$ cat src/rtl/seg_scan_pkg.sv
// Shared types and constants for the 7-segment scan-bus decoder.
package seg_scan_pkg;

    typedef enum logic [1:0] {
        S_WAIT   = 2'd0,
        S_SETTLE = 2'd1,
        S_HOLD   = 2'd2
    } state_e;

    localparam logic [7:0] BLANK_EN   = 8'hFF;
    localparam logic [6:0] BLANK_SEGS = 7'h7F;

    // Active-low {a,b,c,d,e,f,g} pattern for each hex nibble; entry i decodes to i.
    localparam logic [15:0][6:0] SEG_PAT = {
        7'b0111000,  // F
        7'b0110000,  // E
        7'b1000010,  // D
        7'b0110001,  // C
        7'b1100000,  // B
        7'b0001000,  // A
        7'b0000100,  // 9
        7'b0000000,  // 8
        7'b0001111,  // 7
        7'b0100000,  // 6
        7'b0100100,  // 5
        7'b1001100,  // 4
        7'b0000110,  // 3
        7'b0010010,  // 2
        7'b1001111,  // 1
        7'b0000001   // 0
    };

endpackage

$ cat src/rtl/seg_scan_decoder_seg7_to_hex.sv
// Combinational active-low 7-segment pattern to hex nibble decoder.
module seg7_to_hex
    import seg_scan_pkg::*;
(
    input  logic [6:0] segs_i,
    output logic       valid_o,
    output logic [3:0] nibble_o
);

    always_comb begin
        valid_o  = 1'b0;
        nibble_o = 4'h0;
        for (int i = 0; i < 16; i++) begin
            if (segs_i == SEG_PAT[i]) begin
                valid_o  = 1'b1;
                nibble_o = 4'(i);
            end
        end
    end

endmodule

$ cat src/rtl/seg_scan_decoder.sv
// Receive-side decoder for the multiplexed 8-digit 7-segment bus; reassembles the 32-bit word.
// Define SEG_SCAN_SYNC_EN to put a 2-flop synchroniser on enable/segs (adds 2 cycles of latency).
module seg_scan_decoder
    import seg_scan_pkg::*;
#(
    parameter int unsigned STABLE_CNT = 4
) (
    input  logic        clk,
    input  logic        rst,
    input  logic [7:0]  enable,
    input  logic [6:0]  segs,
    output logic [31:0] value,
    output logic        value_vld,
    output logic        dig_err,
    output logic [7:0]  dig_mask
);

    // cnt holds how many cycles the pair has been seen; capture on the last one.
    localparam logic [7:0] CNT_LAST = 8'(STABLE_CNT - 1);

    logic [7:0] en_p;
    logic [6:0] sg_p;

`ifdef SEG_SCAN_SYNC_EN
    logic [7:0] en_s1_q, en_s2_q;
    logic [6:0] sg_s1_q, sg_s2_q;

    always_ff @(posedge clk or negedge rst) begin
        if (!rst) begin
            en_s1_q <= BLANK_EN;
            en_s2_q <= BLANK_EN;
            sg_s1_q <= BLANK_SEGS;
            sg_s2_q <= BLANK_SEGS;
        end else begin
            en_s1_q <= enable;
            en_s2_q <= en_s1_q;
            sg_s1_q <= segs;
            sg_s2_q <= sg_s1_q;
        end
    end

    assign en_p = en_s2_q;
    assign sg_p = sg_s2_q;
`else
    assign en_p = enable;
    assign sg_p = segs;
`endif

    state_e      state_q, state_d;
    logic [7:0]  cnt_q, cnt_d;
    logic [14:0] p_prev_q, p_prev_d;
    logic [31:0] digits_q, digits_d;
    logic [7:0]  mask_q, mask_d;
    logic [31:0] value_q, value_d;
    logic        vld_q, vld_d;
    logic        err_q, err_d;

    logic        dec_valid;
    logic [3:0]  dec_nibble;
    logic        changed;
    logic        do_eval;
    logic        capture;
    logic [7:0]  mask_nxt;

    seg7_to_hex u_seg7_to_hex (
        .segs_i   (sg_p),
        .valid_o  (dec_valid),
        .nibble_o (dec_nibble)
    );

    assign p_prev_d = {en_p, sg_p};
    assign changed  = (p_prev_d != p_prev_q);

    always_comb begin
        state_d  = state_q;
        cnt_d    = cnt_q;
        digits_d = digits_q;
        mask_d   = mask_q;
        value_d  = value_q;
        vld_d    = 1'b0;
        err_d    = 1'b0;
        do_eval  = 1'b0;
        capture  = 1'b0;
        mask_nxt = mask_q;

        unique case (state_q)
            S_WAIT: do_eval = 1'b1;
            S_SETTLE: begin
                if (changed) begin
                    do_eval = 1'b1;
                end else if (cnt_q == CNT_LAST) begin
                    capture = 1'b1;
                    state_d = S_HOLD;
                end else begin
                    cnt_d = cnt_q + 8'd1;
                end
            end
            S_HOLD: do_eval = changed;
            default: state_d = S_WAIT;
        endcase

        // Fresh look at the current pair, shared by S_WAIT and any change seen elsewhere.
        if (do_eval) begin
            if (en_p == BLANK_EN) begin
                state_d = S_WAIT;
            end else if ($onehot(~en_p)) begin
                cnt_d = 8'd1;
                if (STABLE_CNT == 1) begin
                    capture = 1'b1;
                    state_d = S_HOLD;
                end else begin
                    state_d = S_SETTLE;
                end
            end else begin
                state_d = S_WAIT;
                err_d   = changed;
            end
        end

        if (capture) begin
            if (dec_valid) begin
                for (int i = 0; i < 8; i++) begin
                    if (!en_p[i]) begin
                        digits_d[4*i +: 4] = dec_nibble;
                    end
                end
                mask_nxt = mask_q | ~en_p;
                if (mask_nxt == 8'hFF) begin
                    value_d = digits_d;
                    vld_d   = 1'b1;
                    mask_d  = 8'h00;
                end else begin
                    mask_d = mask_nxt;
                end
            end else begin
                err_d = 1'b1;
            end
        end
    end

    always_ff @(posedge clk or negedge rst) begin
        if (!rst) begin
            state_q  <= S_WAIT;
            cnt_q    <= 8'd0;
            p_prev_q <= {BLANK_EN, BLANK_SEGS};
            digits_q <= 32'h0;
            mask_q   <= 8'h00;
            value_q  <= 32'h0;
            vld_q    <= 1'b0;
            err_q    <= 1'b0;
        end else begin
            state_q  <= state_d;
            cnt_q    <= cnt_d;
            p_prev_q <= p_prev_d;
            digits_q <= digits_d;
            mask_q   <= mask_d;
            value_q  <= value_d;
            vld_q    <= vld_d;
            err_q    <= err_d;
        end
    end

    assign value     = value_q;
    assign value_vld = vld_q;
    assign dig_err   = err_q;
    assign dig_mask  = mask_q;

endmodule

$ cat config.mk
export PLATFORM = sky130hd
export DESIGN_NAME = seg_scan_decoder
export DESIGN_NICKNAME = d
export VERILOG_FILES = /design/src/rtl/seg_scan_pkg.sv /design/src/rtl/seg_scan_decoder_seg7_to_hex.sv /design/src/rtl/seg_scan_decoder.sv
export SDC_FILE = /design/constraint.sdc
export NUM_CORES = 1
export LEC_CHECK = 0
export ABC_AREA = 1
export CAP_MARGIN = 20
export CELL_PAD_IN_SITES_DETAIL_PLACEMENT = 0
export CELL_PAD_IN_SITES_GLOBAL_PLACEMENT = 1
export CORE_MARGIN = 5
export CORE_UTILIZATION = 35
export CTS_CLUSTER_SIZE = 40
export DETAILED_ROUTE_END_ITERATION = 6
export PLACE_DENSITY_LB_ADDON = 0.1
export SYNTH_ARGS = -nofsm -noshare
export SYNTH_HDL_FRONTEND = slang
export SYNTH_SLANG_ARGS = --single-unit
$ cat constraint.sdc
create_clock -name clk -period 1.88 [get_ports clk]
set_input_delay 0.376 -clock clk [delete_from_list [all_inputs] [get_ports clk]]
set_output_delay 0.376 -clock clk [all_outputs]
set_load 0.01 [all_outputs]
==> results of run 1 <==
-- power breakdown --
part / switching, mW / total [mW] / internal [mW]
clock: 0.880 / 1.87 / 0.988
combinational: 0.529 / 0.861 / 0.332
sequential: 0.0293 / 2.22 / 2.19
-- sequential cells by signal, indices dropped and copies added, names as in the netlist --
register,flops
dig_err,1
value,32
p_prev_q,15
state_q,2
digits_q,32
value_vld,1
cnt_q,8
dig_mask,8
-- cells by family (layout without fill, tap and decap cells) --
group,after synthesis,in the layout
flops,99,99
fa+ha+maj,13,13
xor+xnor,6,6
buf+inv,73,230
compound gates,28,28
simple gates,497,497
-- worst min path at each step --
stage / cells after the start / endpoint / slack (ns)
6_report: 2 / cnt_q[1]$_DFF_PN0_ / 0.05
4_1_cts: 2 / cnt_q[1]$_DFF_PN0_ / 0.11
2_1_floorplan: 0 / cnt_q[0]$_DFF_PN0_ / 0.08
5_1_grt: 2 / cnt_q[2]$_DFF_PN0_ / 0.09
3_3_place_gp: 2 / digits_q[22]$_DFFE_PN0P_ / 0.46
3_5_place_dp: 2 / value[13]$_DFFE_PN0P_ / 0.46
-- routing by layer --
| layer | vias up | part of all wire [%] |
|---|---|---|
| li1 | 2522 | - |
| met1 | 2443 | 46 |
| met2 | 117 | 46 |
| met3 | 30 | 4.2 |
| met4 | 0 | 3.1 |
| met5 | - | 0 |
-- metrics by stage --
| stage | std cells | hold WS, ns |
|---|---|---|
| floorplan | 716 | 0.0804 |
| global placement | 1010 | 0.461 |
| detailed placement | 1010 | 0.464 |
| CTS | 1048 | 0.108 |
| global route | 1057 | 0.0907 |
| finish | 1057 | 0.0450 |
-- final cells by class --
class / count / area, sq um
Inverter: 53 / 206
Timing Repair Buffer: 161 / 1820
Clock inverter: 5 / 41.3
Sequential cell: 99 / 2500
Clock buffer: 11 / 253
Multi-Input combinational cell: 544 / 3090
Fill cell: 1310 / 6450
Tap cell: 184 / 230
-- worst max-delay path, stage by stage --
cell,delay [ns]
buf_8,0.08
inv_4,0.03
fa_1,0.57
fa_1,0.45
fa_1,0.53
ha_2,0.19
inv_2,0.04
fa_1,0.48
o211ai_1,0.08
a21o_1,0.18
nor2_2,0.16
nand3_4,0.16
nand2_2,0.10
nor2_1,0.04
-- what timing repair did --
item                       4_1_cts  5_1_grt
resized for setup              140      150
setup endpoints to repair       84       84
cloned                           7        6
pin swaps                       83       59
buffers inserted                18        7
-- cell usage in the layout, fill, tap and decap left out, types with 5 or more instances in the layout --
| master | instances |
|---|---|
| buf_12 | 15 |
| buf_16 | 5 |
| buf_4 | 55 |
| buf_6 | 22 |
| buf_8 | 5 |
| clkbuf_16 | 14 |
| clkdlybuf4s50_1 | 42 |
| dfrtp_1 | 84 |
| dfstp_2 | 15 |
| dlygate4sd2_1 | 12 |
| ha_1 | 8 |
| inv_1 | 38 |
| inv_2 | 13 |
| nand2_1 | 253 |
| nand2_2 | 91 |
| nand2_4 | 40 |
| nand3_1 | 29 |
| nand4_1 | 9 |
| nor2_1 | 35 |
| nor2_2 | 13 |
| nor2_4 | 6 |
| o21ai_0 | 12 |
| or2_2 | 5 |
==> metrics.sh, run 1 <==
DRC=0
PLACE.DETAILED.HPWL_UM=10300
POST_SYNTH_MAIN_AREA_CONTRIBUTORS='dfrtp_1 (40%), nand2_1 (27%), dfstp_2 (7.5%)'
CORE_REGION_AREA_SQ_UM=14600
ASYNC_FLOP_SHARE_PCT=100
TRITONCTS.NUM_BUFFERS=9
REG2REG_SETUP_SLACK_NS=-0.24
SYNTH_COMPOUND_AREA_SHARE_PCT=2.84
GRT_OVERFLOW=0
POSTLAYOUTSETUPSLACKWORST_NS=-1.34
GRT_START_MAX_NET_PINS=100
WORSTREG2REGSTART='p_prev_q[9]$_DFF_PN1_'
DIE_Y_UM=132
POSTSYNTHAREAPERCELL_SQ_UM=7.32
MIN_PATH_TYPE='input pin to asynchronous set/reset pin'
POST_SYNTH_FA_HA_MAJ_AREA_FRACTION_PCT=3.68
SETUP_TOTAL_NEGATIVE_SLACK_NS=-23.42
YOSYS.CELL_COUNT.TOP_TYPE='nand2_1'
FINALCRITPERIODSHARE_PCT=171
WORST_SETUP_PATH_STARTPOINT='enable[1]'
REPORT.FINAL.SLEW_VIOL_COUNT=0
NUMBER_OF_ENABLE_TYPE_REGISTER_CELLS_IN_THE_SYNTHESIZED_NETLIST=0
GR-MAX-USAGE-LAYER='met2'
LATER_PIN_CLOCK_LATENCY_IN_THE_SKEW_REPORT_NS=0.36
SYNTH_TOP_FAMILY_BY_AREA='simple AND/OR/NAND/NOR gates'
WORST_EP_ARRIVAL_TIME_NS=3.46
DRIVE_GT1_SHARE_PCT=37.2
SKEW_NS=0.00911
REG2REG_TO='dig_err$_DFF_PN0_'
TIMING.CRITICAL_PATH.FROM_TYPE='input pin'
RSZ0062_AT_GRT='true'
POSTSYNTHCELLCOUNT=716
FINALHOLDVIOLCOUNT=0
FAILED_CHECKS='negative setup slack'
GLOBALPLACE.CONGESTION=0.844
DETAIL_ROUTE.WIRELENGTH_UM=16800
AREA_GROWTH_SYN_TO_FIN_PCT=55.3
DIE_AREA_SQ_UM=17500
CRIT_REQUIRED_NS=2.12
YS.WARNINGS.COUNT=0
USE_MET2_PCT=29.7
DETAILED_PLACE.AREA_SQ_UM=6540
DRT_FIRST_PASS_ITERS=5
ROUTED_VIA_DENSITY=4.84
ANTENNA_FOUND_INITIAL=0
CTSROOTBUFFERMASTER='clkbuf_16'
FF2FF_PATH_DEPTH=14
CTS_SINKS=99
DESIGN.FINAL.NETS=898
DRV.MAX_CAP_VIOLATION_COUNT=0
TIGHTESTPINTRANSITION_NS=0.629
ROUTEDWLPERCELL_UM=15.9
OUTCOME='complete, but fails checks'
SYNTH_MUX_AREA_SHARE_PCT=0
IR_WORST_VDD_V=0.000514
START_UTIL_PCT=35.9
GR-USAGE-MET3_PCT=3.66
YOSYS.AREA.TOP_TYPE='dfrtp_1'
ROUTE.VIAS.TOTAL=5112
CRITPATHKIND='input pin to flop'
GRT.MET1_USAGE_PCT=26.8
SYNTH_AREA_SQ_UM=5240
POSTSYNTHNETCOUNT=746
CTS_HOLD_BUF=0
GRTUSAGETOTAL_PCT=19.2
SYNTH_TOP_AREA_SHARE_PCT=40.1
CRITICAL_PATH.ENDPOINT_TYPE='flop'
GRT_PASS1_VIAS=5018
MAX_SLEW_MARGIN_PCT=57.6
PLACEMENT.IO_BUFFERS=58
SYNTHXORXNORAREAFRAC_PCT=1.00
SYNTH_FLOP_CELL='dfrtp_1'
YS_TYPES=27
FRACTION_OF_THE_MAPPED_NETLIST_AREA_IN_SIMPLE_LOGIC_GATES_PCT=38.5
CLKSLEWWORSTSETUPHOLDPATHS_NS=0.07
TIMING.FMAX_GHz=0.311
DIEWIDTH_UM=132
DRT_ITER0_MARKERS=263
WORST-PATH-MAX-FANOUT=8
YOSYS_REG_BITS=99
LEAKAGE_COMPONENT_OF_THE_POWER_nW=4.51
GRT_FIRST_PASS_WIRELENGTH_UM=26600
DIODES=0
CLOCKBUFFERDEPTH=2
P_PER_AREA_nW_PER_UM2=607
YOSYSSEQAREASHARE_PCT=47.6
SETUP_VIOLATIONS=82
FINALCRITICALPERIOD_NS=3.22
SYNTH_COMMON_CELLS='nand2_1 (382), dfrtp_1 (84), nor2_1 (47)'
WORST_SETUP_PATH_ENDPOINT='cnt_q[7]$_DFF_PN0_'
DESIGN.PORTCOUNT=59
POST-LAYOUT-TOTAL-POWER_mW=4.94
PRE_CTS_SLACK_NS=-2.23
CTS_TREE='built'
ANT_NETS=0
POST-ROUTE-UTIL_PCT=55.8
CLOCK_TREE.HTREE_LEVEL_COUNT=3
FIN_AREA_SQ_UM=8140
ROWS=44
(Power assumes the default switching activity.)
==> run 2, diff against run 1 <==
Settings changed: GPL_ROUTABILITY_DRIVEN set to 0.
==> run 2 against run 1 <==
Against the previous run:
- the flow still finishes with violations (negative setup slack)
- clock skew rose by 0.0064 ns
- non-clock buffer count decreased by 4
- via count down 1.6%
- cell count decreased by 0.38%
- register-to-register slack about the same
- core utilization shrank 1.5 points
- power grew 5.4%
- fmax fell by 3.5%
- flip-flop and latch count unchanged
- critical path depth stayed put
- sequential share of layout area grew 0.86 points
==> metrics.sh, run 2 (same netlist as run 1, synthesis figures left out) <==
OUTCOME='complete, but fails checks'
FAILED_CHECKS='negative setup slack'
TIMING.CRITICAL_PATH.FROM_TYPE='input pin'
TRITONCTS.NUM_BUFFERS=9  # unchanged
CP_TOP_FAMILY='adder cells'
GRT_START_MAX_NET_PINS=56  # -44%
HOLD_CRIT_START='enable[0]'
START_UTIL_PCT=35.9  # unchanged
CP_CELL_SEQUENCE='buf_8 > inv_6 > fa_1 > fa_1 > fa_1 > ha_2 > inv_2 > fa_2 > o211ai_1 > a21o_1 > nor2_2 > nand3_4 > nand2_1 > inv_1'
DIODES=0  # unchanged
REPORT.FINAL.SLEW_VIOL_COUNT=0  # unchanged
PLACEMENT.IO_BUFFERS=58  # unchanged
DIE_AREA_SQ_UM=17500  # unchanged
GRTUSAGETOTAL_PCT=18.8  # -0.38 points
DIE_Y_UM=132  # unchanged
POST-LAYOUT-TOTAL-POWER_mW=5.21  # +5.4%
DESIGN.PORTCOUNT=59  # unchanged
CRIT_TOP_CELL='fa_1'
IR_WORST_VDD_V=0.000510  # -0.78%
LEAKAGE_COMPONENT_OF_THE_POWER_nW=4.29  # -4.9%
CLOCK_TREE.HTREE_LEVEL_COUNT=3  # unchanged
NUM-FILL-CELLS=1353  # +3.3%
AREA_OF_COMBINATIONAL_CELLS_WITH_MULTIPLE_INPUTS_SQ_UM=2950  # -4.4%
LAYOUT.CELLS.MOST_COMMON='nand2_1'
CRITICAL_PATH.ENDPOINT_TYPE='flop'
CLOCKBUFFERDEPTH=2  # unchanged
CTS_SINKS=99  # unchanged
RSZ0062_AT_GRT='true'
FINALCRITICALPERIOD_NS=3.33  # +0.118 ns
SKEW_NS=0.0155  # +0.00639 ns
ROUTED_VIA_DENSITY=4.78  # -1.2%
CTSROOTBUFFERMASTER='clkbuf_16'
TIMING.FMAX_GHz=0.300  # -3.5%
ANTENNA_FOUND_INITIAL=0  # unchanged
CRIT_REQUIRED_NS=2.14  # +0.02 ns
WORST_EP_ARRIVAL_TIME_NS=3.59  # +0.13 ns
DRC=0  # unchanged
DETAIL_ROUTE.WIRELENGTH_UM=16500  # -1.7%
PLACE.DETAILED.HPWL_UM=10400  # +1.7%
DRT_FIRST_PASS_ITERS=4  # -1
MIN_PATH_TYPE='input pin to flop'
REG2REG_SETUP_SLACK_NS=-0.25  # about the same
P_PER_AREA_nW_PER_UM2=658  # +8.3%
GRT_FIRST_PASS_WIRELENGTH_UM=26400  # -0.83%
DRV.MAX_CAP_VIOLATION_COUNT=0  # unchanged
AREA_GROWTH_SYN_TO_FIN_PCT=51.1
MAX_SLEW_MARGIN_PCT=70.0  # +12 points
CP_SLOWEST_STAGE_DELAY_NS=0.58  # about the same
LATER_PIN_CLOCK_LATENCY_IN_THE_SKEW_REPORT_NS=0.36  # about the same
DESIGN.FINAL.NETS=894  # -0.45%
CRITICAL_PATH.N_BUFFERS_INVERTERS=4  # +1
DRT_ITER0_MARKERS=374  # +42%
FINALHOLDVIOLCOUNT=0  # unchanged
GRT_PASS1_VIAS=5072  # +1.1%
CPMAXSTAGEDELAYCELL='fa_1'
DRIVE_GT1_SHARE_PCT=34.5  # -2.7 points
ANT_NETS=0  # unchanged
WORSTREG2REGSTART='p_prev_q[9]$_DFF_PN1_'
CRITPATHKIND='input pin to flop'
POSTLAYOUTSETUPSLACKWORST_NS=-1.45  # -0.118 ns
ROUTEDWLPERCELL_UM=15.7  # -1.3%
CTS_TREE='built'
CLKSLEWWORSTSETUPHOLDPATHS_NS=0.07  # about the same
GRT_OVERFLOW=0  # unchanged
PRE_CTS_SLACK_NS=-2.27  # -0.0393 ns
DIEWIDTH_UM=132  # unchanged
MOSTFREQUENTLAYOUTCELLS='nand2_1 (281), dfrtp_1 (84), nand2_2 (78)'
REG2REG_TO='value[26]$_DFFE_PN0P_'
AREA.SEQUENTIAL_SQ_UM=2500  # unchanged
FINALCRITPERIODSHARE_PCT=177  # +6.3 points
FF2FF_PATH_DEPTH=16  # +2
POST-ROUTE-UTIL_PCT=54.3  # -1.5 points
SETUP_VIOLATIONS=81  # -1.2%
MIN_PATH_CELLS=2
TIGHTESTPINTRANSITION_NS=0.446  # -0.183 ns
HOLD_END='p_prev_q[7]$_DFF_PN1_'
ROWS=44  # unchanged
WORST-PATH-MAX-FANOUT=8  # unchanged
CORE_REGION_AREA_SQ_UM=14600  # unchanged
ROUTE.VIAS.TOTAL=5032  # -1.6%
run 2: per-layer routing:
layer  track usage [%]  up-vias  part of all wire, %
li1                  -     2508                    -
met1              26.1     2408                   47
met2              29.3       92                   47
met3              4.16       24                  4.1
met4              5.66        0                  2.2
met5                 0        -                    0
run 2: stage by stage:
step / instances / hold WS (ns) / instance area (sq um) / TNS [ns]
final: 1053 / 0.282 / 7920 / -23.95
after global routing: 1053 / 0.275 / 7920 / -31.39
after CTS: 1051 / 0.269 / 7590 / -28.54
after detailed placement: 1008 / 0.261 / 6520 / -67.65
after global placement: 1008 / 0.259 / 6520 / -64.89
after floorplan: 716 / 0.0804 / 5260 / -13.97
run 2: worst max path at each step:
stage / from / end / slack (ns) / depth (start not counted)
detailed placement: enable[0] / cnt_q[1]$_DFF_PN0_ / -2.27 / 14
finish: enable[3] / cnt_q[2]$_DFF_PN0_ / -1.45 / 14
global placement: enable[0] / cnt_q[5]$_DFF_PN0_ / -2.14 / 14
CTS: enable[0] / cnt_q[7]$_DFF_PN0_ / -1.53 / 14
floorplan: enable[3] / cnt_q[5]$_DFF_PN0_ / -1.43 / 14
global route: enable[3] / cnt_q[7]$_DFF_PN0_ / -1.48 / 14
run 2: cell type report:
type	instances	area share [%]
Multi-Input combinational cell	544	37.3
Clock inverter	7	1.33
Timing Repair Buffer	157	21.5
Tap cell	184	2.91
Inverter	53	2.64
Clock buffer	9	2.84
Sequential cell	99	31.5
run 2: power breakdown:
part	switching, mW	leakage [nW]	total (mW)	internal [mW]
registers	0.0341	1.32	2.22	2.19
logic	0.557	2.81	0.909	0.351
clock network	0.890	0.159	2.08	1.19
run 2: what timing repair did:
action                                  4_1_cts  5_1_grt
hold endpoints to repair                      9        0
setup buffers                                22        8
pin swaps                                    70       47
endpoints found under the setup margin       84       84
cloned                                        7        3
hold buffers                                  1        0
resized for setup                           157      115
==> edit, RTL diff (config.mk and constraints of run 1) <==
The output `dig_err` loses its register stage (`err_q` becomes a continuous assignment).
--- a/src/rtl/seg_scan_decoder.sv
+++ b/src/rtl/seg_scan_decoder.sv
@@ -147,7 +147,6 @@
             mask_q   <= 8'h00;
             value_q  <= 32'h0;
             vld_q    <= 1'b0;
-            err_q    <= 1'b0;
         end else begin
             state_q  <= state_d;
             cnt_q    <= cnt_d;
@@ -156,9 +155,10 @@
             mask_q   <= mask_d;
             value_q  <= value_d;
             vld_q    <= vld_d;
-            err_q    <= err_d;
         end
     end
+
+    assign err_q = err_d;
 
     assign value     = value_q;
     assign value_vld = vld_q;
Check against the original RTL: not equivalent (Yosys sat finds a counterexample within 4 cycles, from zero or initial values and one cycle with rst low).
==> edit against run 1 <==
  * The run still ends with setup timing left
  * Sequential cell count down 1
  * Final cell count down 0.85%
  * Non-clock buffer count down 8
  * Worst setup slack worse by 590 ps
  * Final area down 13%
  * Sequential share of layout area up 4.1 points
  * Power up 2.7%
  * Area after synthesis down 0.48%
  * Routed wire length down 12%
==> edit: results (changes against run 1) <==
result of the run=finished with violations (unchanged); failing checks=setup timing (unchanged); synthesis-stage register bit count=98 (was 99); Met3 Wirelength=500 um (was 711 um); maximum fanout along the worst path=2 (was 8); combinational logic power=0.980 mW (was 0.861 mW); worst flop-to-flop path endpoint=value[4]$_DFFE_PN0P_ (was dig_err$_DFF_PN0_); top cells by area, synth=dfrtp_1 (40%), nand2_1 (27%), dfstp_2 (7.6%) (was dfrtp_1 (40%), nand2_1 (27%), dfstp_2 (7.5%)); worst flop-to-flop path startpoint=p_prev_q[9]$_DFF_PN1_ (unchanged); proportion of layout cells with a drive suffix above 1=20.37% (was 37.23%); worst setup slack before clock tree synthesis=-2928 ps (was -2233 ps); switching portion of total power=27.56% (was 29.07%); routed wl met2=7124 um (was 7772 um); Final Skew=7.304 ps (was 9.105 ps); wire length of the first global-routing pass=24760 um (was 26580 um); Slew Viols, Final=0 (unchanged); fin nets=889 (was 898); filler instances=1427 (was 1310); # H-tree levels=3 (unchanged); sum of net half-perimeters after detailed placement=10160 um (was 10260 um); GR Util met3=2.443% (was 3.664%); distinct cell type count after synthesis=27 (unchanged); Initial DRT Pass Iterations=5 (unchanged); fraction of synthesis flops using an asynchronous set or reset pin=100.0% (unchanged); relative contribution of sequential cells to total power=42.9% (was 44.8%); number of antenna violations at the first check in global routing=0 (unchanged); most frequent cells after synthesis=nand2_1 (382), dfrtp_1 (83), nor2_1 (47) (was nand2_1 (382), dfrtp_1 (84), nor2_1 (47)); crit path setup slack, layout=-1929 ps (was -1337 ps); number of global-route vias before repair=4884 (was 5018); Worst VDD drop=0.4469 mV (was 0.5142 mV); Yosys warning count=0 (unchanged); final setup violating endpoints=84 (was 82); setup slack on the worst flop-to-flop path=-300 ps (was -240 ps); detailed-route wire length per cell=14.16 um (was 15.90 um); maximum clock path buffer count=2 (unchanged); worst skew pair latency=350 ps; gr usage total=17.52% (was 19.15%); final weighted congestion of routability-driven global placement=0.8118 (was 0.8438); net count of the mapped netlist=745 (was 746); Arrival @ worst endpoint=3430 ps (was 3460 ps); headroom to the max-slew limit=62.21% (was 57.62%); final hold slack=51.22 ps (was 45.00 ps); routed vias=4844 (was 5112); met1 WL=7016 um (was 7792 um); pin count of the biggest net entering global routing=99 (was 100); met1 Usage GRT=23.30% (was 26.80%); Post-route DRC=0 (unchanged); class of the tightest hold or removal check=input pin to asynchronous set/reset pin (unchanged); total leakage power=3.845 nW (was 4.510 nW); count of input and output buffers=58 (unchanged); sequential element share of the synthesized area=47.37% (was 47.62%); uppermost layer routed=met4 (unchanged); setup TNS=-44630 ps (was -23420 ps); cell area reported after detailed placement=6625 um^2 (was 6544 um^2); global-route met2 utilization=29.56% (was 29.72%); TritonCTS buffer count=9 (unchanged); root buffer cell=clkbuf_16 (unchanged); number of DRC violations after detailed-routing iteration 0=276 (was 263)
edit: area by class of cell:
| type | instances | area share (%) |
|---|---|---|
| clock buffer | 11 | 3.409 |
| clock inverter | 5 | 0.8787 |
| inverter | 53 | 2.865 |
| multi-input combinational | 544 | 34.92 |
| sequential | 98 | 34.71 |
| tap | 184 | 3.234 |
| timing repair buffer | 153 | 19.98 |
edit: cells by family (layout without fill, tap and decap cells):
group                    after synthesis  in the layout  share of synthesized area (%)
AND/OR/NAND/NOR                      497            497                          38.69
flip-flops                            98             98                          47.37
buffers and inverters                 73            222                          6.380
AO/OA/AOI/OAI                         28             28                          2.854
adder cells (fa/ha/maj)               13             13                          3.694
XOR/XNOR                               6              6                          1.007
edit: worst max path at each step:
| stage | end | startpoint | depth (start not counted) |
|---|---|---|---|
| 2_1_floorplan | dig_err | enable[3] | 13 |
| 3_3_place_gp | dig_err | enable[0] | 14 |
| 3_5_place_dp | dig_err | enable[0] | 14 |
| 4_1_cts | dig_err | enable[3] | 14 |
| 5_1_grt | dig_err | enable[3] | 14 |
| 6_report | dig_err | enable[3] | 14 |
edit: critical path, cell delays in order:
cell and delay [ps]:
buf_8 80, inv_6 30, fa_1 550, fa_1 420, fa_1 510, ha_2 200, inv_2 50, fa_2 430
o211ai_1 100, a21o_1 160, nand2_1 60, or2_4 230, o22ai_4 110, buf_6 120
edit: repair_timing:
item	in CTS	in global routing
buffers inserted	2	4
gates resized for setup	31	14
pin swaps	9	9
gates cloned	2	0
endpoints found under the setup margin	84	84
endpoints found under the hold margin	0	0
edit: metrics by stage:
stage               std cells  power, mW  utilization, %
CTS                      1044      5.076           48.25
finish                   1048      5.080           48.80
global route             1048      5.357           48.80
floorplan                 715      2.649               -
global placement         1024      3.077           45.41
detailed placement       1024      3.089           45.41
